**config.mk**
```make
export PLATFORM = sky130hd
export DESIGN_NAME = prim_secded_inv_39_32_enc
export DESIGN_NICKNAME = d
export VERILOG_FILES = /design/src/rtl/prim_secded_inv_39_32_enc.sv
export SDC_FILE = /design/constraint.sdc
export NUM_CORES = 1
export LEC_CHECK = 0
export CORE_MARGIN = 2
export CORE_UTILIZATION = 45
export DETAILED_ROUTE_END_ITERATION = 8
export DONT_BUFFER_PORTS = 1
export PLACE_DENSITY = 0.57
export SETUP_SLACK_MARGIN = 0.4
export SLEW_MARGIN = 40
export SYNTH_ARGS = -nofsm -noshare
export SYNTH_HDL_FRONTEND = slang
export SYNTH_SLANG_ARGS = --single-unit
```
**constraint.sdc**
```tcl
create_clock -name vclk -period 1.5
set_clock_uncertainty 0.05 [all_clocks]
set_input_delay 0.15 -clock vclk [all_inputs]
set_output_delay 0.15 -clock vclk [all_outputs]
set_load 0.01 [all_outputs]
```
**src/rtl/prim_secded_inv_39_32_enc.sv**
```systemverilog
// Inverted Hsiao SECDED(39,32) encoder.
//   data_i : 32-bit payload
//   data_o : {7 inverted check bits, payload}
module prim_secded_inv_39_32_enc (
  input  logic [31:0] data_i,
  output logic [38:0] data_o
);

  logic [6:0] chk;

  always_comb begin
    chk[0] = ^(data_i & 32'h2606_BD25);
    chk[1] = ^(data_i & 32'hDEBA_8050);
    chk[2] = ^(data_i & 32'h413D_89AA);
    chk[3] = ^(data_i & 32'h3123_4ED1);
    chk[4] = ^(data_i & 32'hC2C1_323B);
    chk[5] = ^(data_i & 32'h2DCC_624C);
    chk[6] = ^(data_i & 32'h9850_5586);
    // Inversion keeps an all-zero word from having an all-zero code.
    data_o = {chk ^ 7'h2A, data_i};
  end

endmodule

```
==> results.cfg <==
[timing]
finalSetupViolations = 0
max_slew_margin = 0.789
fin_crit_sh = 0.889
post-route-min-period_ns = 1.33
rsz0062_at_grt = yes
worst_pin_slew_ns = 0.315
fmax_ghz = 0.750
slew_violations = 0
hold_viol_final = 0
holdWs_ns = 0.250
finalSetupTns_ns = 0
fin_ws_ns = 0.167

[global_routing]
grt_overflow_total = 0
grt_pass1_wl_um = 2060
grt_pass1_vias = 406
gr-usage-all-layers = 0.115
grt_max_degree = 5
antenna_found_initial = 0

[placement]
portBuffers = 0
gp_congestion = 0.648
post-place-ws_ns = 0.155
post-place-cells = 79

[worst_setup_path]
cp.arrival_ns = 1.13
crit_fanout = 3
end_kind = output port
criticalPathCategory = primary input to output port
start_kind = primary input
critPathRequiredTime_ns = 1.30
crit_start = data_i[15]

[die]
die_w_um = 49.3
dieArea_um2 = 2430
die_h_um = 49.3
pin_count = 71
design.core.area_um2 = 1940
num_rows = 16
initial_utilization = 0.476

[clock_network]
holdBufCountCts = 0

[status]
status = finished clean

[final_layout]
stdcell_count = 80
num-clock-buffers = 0
final-seq-area_um2 = 0
drive_above_1_share = 0.264
final_nets = 87
seq_cell_count = 0
syn_to_final_growth_pct = -10.0
diodes = 0

[pwr]
clkPwrFrac = 0
power_density_nw_per_um2 = 765
sequentialPowerShare = 0
power_frac_comb = 1.000
p_sw_frac = 0.358
irDropWorstVdd_uv = 622
p_leak_nw = 0.410
p_int_uw = 409
power.total_uw = 637
power.switching_uw = 228

[detailed_routing]
wl_um = 1440
route.vias.total = 378
drc = 0
drt_iter0_drc = 2
viasPerCell = 4.73
dr.pass1.iters = 2
post_drt_wl_per_cell_um = 18.0
ant_nets = 0

[logic_synthesis]
yosysMostFrequentCell = buf_4
ys_top_cells_by_count = buf_4 (32), xnor2_1 (28), xnor3_1 (15)
synth_area_um2 = 925
yosysWarnings = 0
synth_area_leaders = xnor3_1 (37%), xnor2_1 (27%), buf_4 (26%), xor2_1 (6.6%), xor3_1 (2.6%)
synth-seq-area-share = 0
syn_nets = 116
synth_top_area_frac = 0.365
synth_cell_types = 6
avgSynthCellArea_um2 = 11.0
synthCells = 84
synth_top_area_cell = xnor3_1

[min_path]
hp-class = primary input to output port
min_from = data_i[20]
min_to = data_o[20]
hold_depth = 0

[flow_run]
maxCapViolations = 0
## worst max-delay path, stage by stage
cell and delay, ns:
xnor2_2 0.12, xnor3_1 0.42, xnor3_1 0.44
## per-layer routing
metal  GRT usage  part of all wire
met1       0.144              0.35
met2       0.200              0.51
met3      0.0429              0.13
met4           0                 0
met5           0                 0
## repair_timing
| item | 4_1_cts | 5_1_grt |
|---|---|---|
| pin swaps | 5 | 0 |
| endpoints found under the setup margin | 7 | 7 |
| buffers inserted | 1 | 0 |
| resized for setup | 6 | 1 |
## cell families after synthesis
| logic type | count (synthesis) | synth area share |
|---|---|---|
| xor+xnor | 52 | 0.740 |
| buf+inv | 32 | 0.260 |
## stage by stage
step,utilization,instance area (um^2)
after global routing,0.428,832
after detailed placement,0.399,774
final,0.428,832
after global placement,0.399,774
after CTS,0.428,831
after floorplan,-,981
## layout by cell type (no fill, tap or decap)
cell type,count
xnor2_1,18
xnor2_2,9
xor2_2,1
xnor3_2,1
xnor2_4,2
buf_4,1
xnor3_1,14
xor2_1,6
xor3_1,1
## how the worst max path moves through the flow
stage	end	slack [ns]	depth (start not counted)
2_1_floorplan	data_o[32]	0.23	3
3_3_place_gp	data_o[35]	0.16	3
3_5_place_dp	data_o[32]	0.15	3
4_1_cts	data_o[32]	0.15	3
5_1_grt	data_o[32]	0.13	3
6_report	data_o[32]	0.17	3
## power by group through the flow
| stage | Clock (mW) | Sequential [mW] | Combinational [mW] |
|---|---|---|---|
| finish | 0 | 0 | 0.637 |
| global route | 0 | 0 | 0.673 |
| CTS | 0 | 0 | 0.646 |
| detailed placement | 0 | 0 | 0.621 |
| global placement | 0 | 0 | 0.620 |
| floorplan | 0 | 0 | 0.649 |
## final cells by class
class | instances | area (um^2)
Fill cell | 197 | 1110
Multi-Input combinational cell | 52 | 791
Tap cell | 27 | 33.8
Timing Repair Buffer | 1 | 7.51
(Power assumes the default switching activity.)
